==> src/rtl/ssp_pkg.sv <==
// Shared types and constants for the SSP frame sequencer and its Rx deserializer.
package ssp_pkg;

  localparam int SSP_DATA_W = 8;

  // Wide enough to hold a count of 0..dataW inclusive.
  function automatic int sspCntWidth(input int dataW);
    return $clog2(dataW + 1);
  endfunction

  localparam int SSP_CNT_W = sspCntWidth(SSP_DATA_W);

  typedef enum logic [1:0] {IDLE, FRAME, SHIFT} tx_state_t;
  typedef enum logic       {WAIT, RECV}         rx_state_t;

endpackage

==> src/rtl/ssp_rx_deserializer.sv <==
// SSP receive path: detects serial clock rises, assembles MSB-first words and
// pushes them into the Rx FIFO, flagging an overrun when the FIFO is full.
module ssp_rx_deserializer
  import ssp_pkg::*;
#(
  parameter int DATA_W = SSP_DATA_W
) (
  input  logic              clk_i,
  input  logic              clear_i,
  input  logic              sclk_i,
  input  logic              fss_i,
  input  logic              rxd_i,
  input  logic              rxFull_i,
  output logic [DATA_W-1:0] rxData_o,
  output logic              push_o,
  output logic              ovr_o
);
  localparam int CntW = sspCntWidth(DATA_W);

  rx_state_t         stateQ, stateD;
  logic [DATA_W-2:0] shiftQ, shiftD;
  logic [CntW-1:0]   cntQ, cntD;
  logic [DATA_W-1:0] dataQ, dataD;
  logic              sclkPrevQ;
  logic              pushQ, pushD;
  logic              ovrQ, ovrD;
  logic              sclkRise;
  logic [DATA_W-1:0] word;

  assign sclkRise = sclk_i & ~sclkPrevQ;
  assign word     = {shiftQ, rxd_i};

  always_ff @(posedge clk_i) begin
    if (clear_i) begin
      stateQ    <= WAIT;
      shiftQ    <= '0;
      cntQ      <= '0;
      dataQ     <= '0;
      sclkPrevQ <= 1'b0;
      pushQ     <= 1'b0;
      ovrQ      <= 1'b0;
    end else begin
      stateQ    <= stateD;
      shiftQ    <= shiftD;
      cntQ      <= cntD;
      dataQ     <= dataD;
      sclkPrevQ <= sclk_i;
      pushQ     <= pushD;
      ovrQ      <= ovrD;
    end
  end

  // A frame sync seen on the last-bit rise keeps us in RECV for a back-to-back word.
  always_comb begin
    stateD = stateQ;
    shiftD = shiftQ;
    cntD   = cntQ;
    dataD  = dataQ;
    pushD  = 1'b0;
    ovrD   = 1'b0;
    case (stateQ)
      WAIT: begin
        if (sclkRise && fss_i) begin
          stateD = RECV;
          cntD   = '0;
        end
      end
      RECV: begin
        if (sclkRise) begin
          shiftD = word[DATA_W-2:0];
          cntD   = cntQ + 1'b1;
          if (cntQ == CntW'(DATA_W - 1)) begin
            cntD = '0;
            if (rxFull_i) begin
              ovrD = 1'b1;
            end else begin
              dataD = word;
              pushD = 1'b1;
            end
            stateD = fss_i ? RECV : WAIT;
          end
        end
      end
      default: stateD = WAIT;
    endcase
  end

  assign rxData_o = dataQ;
  assign push_o   = pushQ;
  assign ovr_o    = ovrQ;

endmodule

==> src/rtl/ssp_frame_sequencer.sv <==
// SSP serial-side sequencer: PCLK/2 serial clock, Tx framing and MSB-first shifting,
// Rx via ssp_rx_deserializer. Define SSP_LOOPBACK_EN to feed Rx from the Tx pins.
module ssp_frame_sequencer
  import ssp_pkg::*;
#(
  parameter int DATA_W = SSP_DATA_W
) (
  input  logic              PCLK,
  input  logic              CLEAR,
  input  logic [DATA_W-1:0] TxDATA,
  input  logic              TxEMPTY,
  output logic              TxLOGICWRITE,
  input  logic              RxFULL,
  output logic [DATA_W-1:0] RxDATA,
  output logic              RxLOGICWRITE,
  output logic              RX_OVR,
  input  logic              SSPCLKIN,
  input  logic              SSPFSSIN,
  input  logic              SSPRXD,
  output logic              SSPCLKOUT,
  output logic              SSPFSSOUT,
  output logic              SSPTXD,
  output logic              SSPOE_B
);
  localparam int CntW = sspCntWidth(DATA_W);

  tx_state_t         txStateQ, txStateD;
  logic [DATA_W-1:0] shiftQ, shiftD;
  logic [CntW-1:0]   bitCntQ, bitCntD;
  logic              clkOutQ;
  logic              fssQ, fssD;
  logic              txdQ, txdD;
  logic              oeBQ, oeBD;
  logic              popQ, popD;
  logic              tailQ, tailD;
  logic              rise;
  logic              rxClk, rxFss, rxSd;

  assign rise = ~clkOutQ;

  always_ff @(posedge PCLK) begin
    if (CLEAR) begin
      txStateQ <= IDLE;
      shiftQ   <= '0;
      bitCntQ  <= '0;
      clkOutQ  <= 1'b0;
      fssQ     <= 1'b0;
      txdQ     <= 1'b0;
      oeBQ     <= 1'b1;
      popQ     <= 1'b0;
      tailQ    <= 1'b0;
    end else begin
      txStateQ <= txStateD;
      shiftQ   <= shiftD;
      bitCntQ  <= bitCntD;
      clkOutQ  <= ~clkOutQ;
      fssQ     <= fssD;
      txdQ     <= txdD;
      oeBQ     <= oeBD;
      popQ     <= popD;
      tailQ    <= tailD;
    end
  end

  // tailQ marks the extra period that holds the final bit before the line is released.
  always_comb begin
    txStateD = txStateQ;
    shiftD   = shiftQ;
    bitCntD  = bitCntQ;
    fssD     = fssQ;
    txdD     = txdQ;
    oeBD     = oeBQ;
    popD     = 1'b0;
    tailD    = tailQ;
    case (txStateQ)
      IDLE: begin
        if (rise && !TxEMPTY) begin
          fssD     = 1'b1;
          shiftD   = TxDATA;
          popD     = 1'b1;
          txStateD = FRAME;
        end
      end
      FRAME: begin
        if (!rise) begin
          oeBD = 1'b0;
        end else begin
          fssD     = 1'b0;
          txdD     = shiftQ[DATA_W-1];
          shiftD   = {shiftQ[DATA_W-2:0], 1'b0};
          bitCntD  = CntW'(1);
          txStateD = SHIFT;
        end
      end
      SHIFT: begin
        if (rise) begin
          if (bitCntQ == CntW'(DATA_W)) begin
            tailD = 1'b1;
          end else begin
            txdD    = shiftQ[DATA_W-1];
            shiftD  = {shiftQ[DATA_W-2:0], 1'b0};
            bitCntD = bitCntQ + 1'b1;
            if (bitCntQ == CntW'(DATA_W - 1) && !TxEMPTY) begin
              shiftD   = TxDATA;
              popD     = 1'b1;
              fssD     = 1'b1;
              bitCntD  = '0;
              txStateD = FRAME;
            end
          end
        end else if (tailQ) begin
          oeBD     = 1'b1;
          txdD     = 1'b0;
          tailD    = 1'b0;
          bitCntD  = '0;
          txStateD = IDLE;
        end
      end
      default: txStateD = IDLE;
    endcase
  end

`ifdef SSP_LOOPBACK_EN
  assign rxClk   = clkOutQ;
  assign rxFss   = fssQ;
  assign rxSd    = txdQ;
  assign SSPOE_B = 1'b1;
`else
  assign rxClk   = SSPCLKIN;
  assign rxFss   = SSPFSSIN;
  assign rxSd    = SSPRXD;
  assign SSPOE_B = oeBQ;
`endif

  ssp_rx_deserializer #(
    .DATA_W(DATA_W)
  ) uRx (
    .clk_i   (PCLK),
    .clear_i (CLEAR),
    .sclk_i  (rxClk),
    .fss_i   (rxFss),
    .rxd_i   (rxSd),
    .rxFull_i(RxFULL),
    .rxData_o(RxDATA),
    .push_o  (RxLOGICWRITE),
    .ovr_o   (RX_OVR)
  );

  assign TxLOGICWRITE = popQ;
  assign SSPCLKOUT    = clkOutQ;
  assign SSPFSSOUT    = fssQ;
  assign SSPTXD       = txdQ;

endmodule
==> config.mk <==
export PLATFORM = sky130hd
export DESIGN_NAME = ssp_frame_sequencer
export DESIGN_NICKNAME = d
export VERILOG_FILES = /design/src/rtl/ssp_pkg.sv /design/src/rtl/ssp_rx_deserializer.sv /design/src/rtl/ssp_frame_sequencer.sv
export SDC_FILE = /design/constraint.sdc
export NUM_CORES = 1
export LEC_CHECK = 0
export ABC_AREA = 1
export BUFFER_PORTS_ARGS = -buffer_cell sky130_fd_sc_hd__buf_2
export CAP_MARGIN = 15
export CORE_MARGIN = 3
export CORE_UTILIZATION = 61
export CTS_BUF_LIST = sky130_fd_sc_hd__clkbuf_8 sky130_fd_sc_hd__clkbuf_16
export CTS_CLUSTER_DIAMETER = 150
export DETAILED_ROUTE_END_ITERATION = 10
export PLACE_DENSITY_LB_ADDON = 0.05
export SYNTH_ARGS = -nofsm -noshare
export SYNTH_HDL_FRONTEND = slang
export SYNTH_SLANG_ARGS = --single-unit
export TNS_END_PERCENT = 5
==> constraint.sdc <==
create_clock -name PCLK -period 4.27 [get_ports PCLK]
set_input_delay 0.854 -clock PCLK [delete_from_list [all_inputs] [get_ports PCLK]]
set_output_delay 0.854 -clock PCLK [all_outputs]
set_load 0.02 [all_outputs]
# After elaboration in Yosys (flattened, before gate mapping)

Index checks and enable logic that the tools add are counted.

Add/sub/neg operators: 2
Eq/ne operators: 18
Mux-type cells: 52
Bitwise logic cells: 7
Reductions and logical operators: 18

Operator list:

| cell                                           | count |
|---|---|
| two-way mux 8 bit                              | 5 |
| two-way mux 4 bit                              | 8 |
| two-way mux 1 bit                              | 24 |
| one-hot mux 8 bit (3 select lines)             | 1 |
| != test 2 bit (second input constant)          | 9 |
| one-hot mux 4 bit (2 select lines)             | 2 |
| two-way mux 2 bit                              | 6 |
| AND reduction 4 bit                            | 3 |
| AND reduction 5 bit                            | 2 |
| != test 3 bit (second input constant)          | 3 |
| adder 4 x 1 -> 4 bit (second input constant)   | 2 |
| == test 4 x 3 -> 1 bit (second input constant) | 2 |
| one-hot mux 1 bit (2 select lines)             | 4 |
| inverter 1 bit                                 | 6 |
| one-hot mux 2 bit (3 select lines)             | 1 |
| AND reduction 2 bit                            | 3 |
| AND reduction 6 bit                            | 1 |
| == test 4 bit (second input constant)          | 1 |
| nonzero test 2 bit                             | 2 |
| OR reduction 4 bit                             | 1 |
| logical AND 1 bit                              | 3 |
| one-hot mux 1 bit (3 select lines)             | 1 |
| nonzero test 3 bit                             | 1 |
| == test 2 x 1 -> 1 bit (second input constant) | 1 |
| other kinds (5)                                | 5 |

Flip-flop bits (word level): 43
Output and inout port bits: 15

# Depth between registers and ports, before layout

Depth in word-level cells: 6
Depth in mapped cells: 12

# Cells and area by module

From an unflattened synthesis, not the netlist that was laid out.

Cells, all modules: 326
Area total of the unflattened synthesis: 2328.5 sq um

By module, submodules not included:

| module              | instances | cells each | area an instance (sq um) | sequential area each (sq um) |
|---|---|---|---|---|
| ssp_frame_sequencer | 1         | 200        | 1397.6                   | 400.4 |
| ssp_rx_deserializer | 1         | 126        | 930.9                    | 460.4 |

# Worst setup path before layout

Ideal clock, no wire load.

Path kind: input to register
Start point: input port TxEMPTY
End point: register shiftQ[5]
Library setup time: 0.115 ns
Data arrival time: 1.587 ns
Path slack: 2.569 ns
Stages on the path: 9
Path buffers: 1
Cells stage by stage: inv_1 nand2_1 nand2_4 nand2_4 nor2_8 buf_6 nand2_1 nor2_1 nor2_1

Word-level cells in the longest chain between the ends: 6
Elaborated cells between the ends (all ways): 9
Classes of those cells: eq/ne (1); mux (4); reduce/logical (4)

RTL lines:

| what                               | line                                                  | RTL |
|---|---|---|
| from (decl)                        | ssp_frame_sequencer.sv:11                             | `input logic TxEMPTY,` |
| logical NOT 1 bit *                | ssp_frame_sequencer.sv:77, ssp_frame_sequencer.sv:103 |  |
| logical AND 1 bit                  | ssp_frame_sequencer.sv:103                            | `if (bitCntQ == CntW'(DATA_W - 1) && !TxEMPTY) begin` |
| two-way mux 8 bit                  | ssp_frame_sequencer.sv:103                            |  |
| two-way mux 8 bit                  | ssp_frame_sequencer.sv:97                             | `if (bitCntQ == CntW'(DATA_W)) begin` |
| two-way mux 8 bit                  | ssp_frame_sequencer.sv:96                             | `if (rise) begin` |
| one-hot mux 8 bit (3 select lines) | ssp_frame_sequencer.sv:75                             | `case (txStateQ)` |
| to (signal assigned)               | ssp_frame_sequencer.sv:54                             | `shiftQ <= shiftD;` |
| to (decl)                          | ssp_frame_sequencer.sv:28                             | `logic [DATA_W-1:0] shiftQ, shiftD;` |

Mark *: on every way between the ends. The rest lies on a longest branch, timed or not. The select of a mux whose other input is x is not followed.
A chain may end at the register's enable or synchronous reset.

# Worst setup path in the final report

Start point: input port SSPCLKIN
End point: register uRx.dataQ[1], in the netlist uRx.rxData_o[1]

Word-level cells in the longest chain between the ends: 2

RTL lines:

| what                                 | line                      | RTL |
|---|---|---|
| from (decl)                          | ssp_frame_sequencer.sv:17 | `input logic SSPCLKIN,` |
| AND 1 bit                            | ssp_rx_deserializer.sv:30 | `assign sclkRise = sclk_i & ~sclkPrevQ;` |
| AND reduction 4 bit (no source line) | n/a                       |  |
| to (signal assigned)                 | ssp_rx_deserializer.sv:46 | `dataQ <= dataD;` |
| to (decl)                            | ssp_rx_deserializer.sv:23 | `logic [DATA_W-1:0] dataQ, dataD;` |

Every way passes these cells.

==> flow_summary.yaml <==
setup_path:
  r2r_end: "uRx.rxData_o[1]$_SDFFE_PP0P_"
  path_common_cell: "nor2_1"
  critPathLaunchType: "input port"
  regToRegSetupSlack_ns: 2.49
  criticalPathCategory: "in -> reg"
  cp-end-kind: "flip-flop"
  reg2reg_depth: 7
  cp_slowest_cell: "nor2_1"
  crit_arrival_ns: 2.26
  cpPeakStageDelay_ns: 0.51
  r2r-start: "uRx.stateQ$_SDFF_PP0_"
  required_ns: 4.47
  path_cells: "buf_2 > nand2_1 > nor2_1 > nand2_1 > nor2_4 > inv_2 > nor2_1 > nor2_1"
  path_max_fanout: 12
yosys:
  synth_area_um2: 2130
  synth_nets: 324
  ys_types: 24
  synth_top_cell_area_share: 0.404
  synth_top_area_cell: "dfxtp_1"
  synthAdderAreaFrac: 0.0470
  ys_async_sr_fraction: 0
  yosysMostFrequentCell: "nor2_1"
  synth_edf_count: 0
  syn_avg_cell_area_um2: 7.07
  synth_top_family_by_area: "simple AND/OR/NAND/NOR gates"
  ys_dominant_reg_cell: "dfxtp_1"
  yosys.area_share.xor_xnor: 0
  ys_seq_area_frac: 0.404
  synth_seq_cells: 43
  synth_compound_area_frac: 0.126
  yosysWarnings: 0
  synth_mux_area_frac: 0
  synthSimpleGateAreaFrac: 0.330
  synth_common_cells: "64 x nor2_1, 50 x nand2_1, 43 x dfxtp_1"
  netlist_top_cells_area: "dfxtp_1 40%, nor2_1 11%, nand2_1 8.8%, inv_1 6.5%, nand3_1 4.9%"
  synthCells: 301
floorplanning:
  die_w_um: 65.1
  die-height_um: 65.1
  rows: 20
  core-area_um2: 3180
  start_util: 0.670
  num_io_pins: 30
  die_area_um2: 4240
sta:
  worstMarginPinSlew_ns: 0.884
  finClkSkew_ns: 0.00649
  min_period_ns: 2.07
  slew_viol_final: 0
  fin_setup_tns_ns: 0
  setup_viol: 0
  hold_viol_final: 0
  rsz0062_at_grt: "no"
  max_freq_ghz: 0.484
  fin_crit_sh: 0.484
  slew_headroom: 0.410
clock_tree:
  post_cts_buffers: 0
  post_cts_resize_count: 0
  insertion_delay_ns: 0.30
  numCtsBuffers: 5
  clock-sinks: 43
  cts_tree: "built"
  htreeDepth: 2
  clockRootBuffer: "clkbuf_8"
  cts_buffer_depth: 2
  clk_pin_slew_ns: 0.08
  hold_buffers: 0
flow_run:
  cap_violations: 0
global_route:
  overflow: 0
  grt_pass1_wl_um: 7400
  grt_pass1_vias: 1775
  antenna_found_initial: 0
  grt_usage: 0.222
  grt_max_degree: 35
final_layout:
  nets: 352
  areaGrowthSynthToFinish_pct: 12.9
  drive_above_1_share: 0.155
  num_antenna_cells: 0
  n_fill_cell: 265
route:
  drt-total-wl_um: 4360
  wl_per_cell_um: 11.7
  drc_errors: 0
  drt_first_iter_violations: 91
  ant_nets: 0
  vias_per_cell: 5.14
  via_count: 1922
  drtPass1Iterations: 5
pwr:
  leakage_nw: 1.23
  total_power_mw: 1.38
  ir_drop_mv: 0.302
  power.density_nw_per_um2: 574
hold_path:
  hold_depth: 2
  hp-start: "SSPFSSOUT$_SDFFE_PP0P_"
  hold-path-endpoint: "SSPFSSOUT$_SDFFE_PP0P_"
  min_path_type: "reg -> reg"
placed_design:
  gp_congestion: 0.800
  hpwl_um: 3130
  io_buffers: 29
run_status:
  status: "complete, no violations"
critical path, delay by kind of cell:
kind	cells	cell delay, ns
buffers and inverters	2	0.21
and+or+nand+nor	6	1.21
metrics by stage:
stage / util / std cells / hold slack [ns] / worst slack [ns] / cell area, um^2
floorplan: - / 301 / 0.450 / 2.57 / 2130
global placement: 0.719 / 366 / 0.463 / 2.00 / 2280
detailed placement: 0.719 / 366 / 0.469 / 1.94 / 2280
CTS: 0.757 / 374 / 0.487 / 2.25 / 2400
global route: 0.757 / 374 / 0.514 / 2.04 / 2400
finish: 0.757 / 374 / 0.477 / 2.20 / 2400
layer usage:
layer,track usage,vias up,share of wire
li1,-,1015,-
met3,0.0451,8,0.034
met4,0.0933,0,0.017
met5,0,-,0
met1,0.251,861,0.44
met2,0.401,38,0.51
where the power goes:
group	switching, mW	internal, mW
logic	0.347	0.185
clock network	0.143	0.192
registers	0.0421	0.470
total	0.532	0.848
cells by family after synthesis:
group           Yosys count
compound gates           48
fa+ha+maj                 8
simple gates            154
buf+inv                  48
flops                    43
how the worst max path moves through the flow:
stage / from / endpoint / slack (ns) / depth (start not counted)
floorplan: TxEMPTY / shiftQ[5]$_SDFFE_PP0P_ / 2.57 / 9
global placement: SSPCLKIN / uRx.rxData_o[0]$_SDFFE_PP0P_ / 2.00 / 8
detailed placement: SSPCLKIN / uRx.rxData_o[0]$_SDFFE_PP0P_ / 1.94 / 8
CTS: SSPCLKIN / uRx.rxData_o[1]$_SDFFE_PP0P_ / 2.25 / 8
global route: SSPCLKIN / uRx.rxData_o[2]$_SDFFE_PP0P_ / 2.04 / 8
finish: SSPCLKIN / uRx.rxData_o[1]$_SDFFE_PP0P_ / 2.20 / 8
cell usage in the layout, fill, tap and decap left out, types with 7 or more instances in the layout:
| cell | count |
|---|---|
| nand3_1 | 21 |
| o21ai_0 | 17 |
| nor2_1 | 64 |
| nand4_1 | 7 |
| ha_1 | 8 |
| inv_1 | 37 |
| dfxtp_1 | 43 |
| buf_2 | 29 |
| a21boi_0 | 7 |
| nand2_1 | 50 |
| o21ai_1 | 9 |
| a21oi_1 | 10 |
sequential cells by signal, indices dropped and copies added (netlist names):
| register | cells |
|---|---|
| uRx.push_o | 1 |
| SSPOE_B | 1 |
| uRx.rxData_o | 8 |
| SSPCLKOUT | 1 |
| uRx.cntQ | 4 |
| tailQ | 1 |
| TxLOGICWRITE | 1 |
| bitCntQ | 4 |
| shiftQ | 8 |
| txStateQ | 2 |
| uRx.shiftQ | 7 |
| uRx.sclkPrevQ | 1 |
| SSPTXD | 1 |
| uRx.stateQ | 1 |
| uRx.ovr_o | 1 |
| SSPFSSOUT | 1 |
area by class of cell:
cell class,count,area (um^2),share of cell area
clock inverters,2,38.8,0.0161
inverters,40,150,0.0624
repair buffers,29,145,0.0604
multi-input cells,210,1070,0.446
well taps,44,55.1,0.0229
clock buffers,6,82.6,0.0343
flip-flops and latches,43,861,0.358
Power figures use the tool's default switching activity.
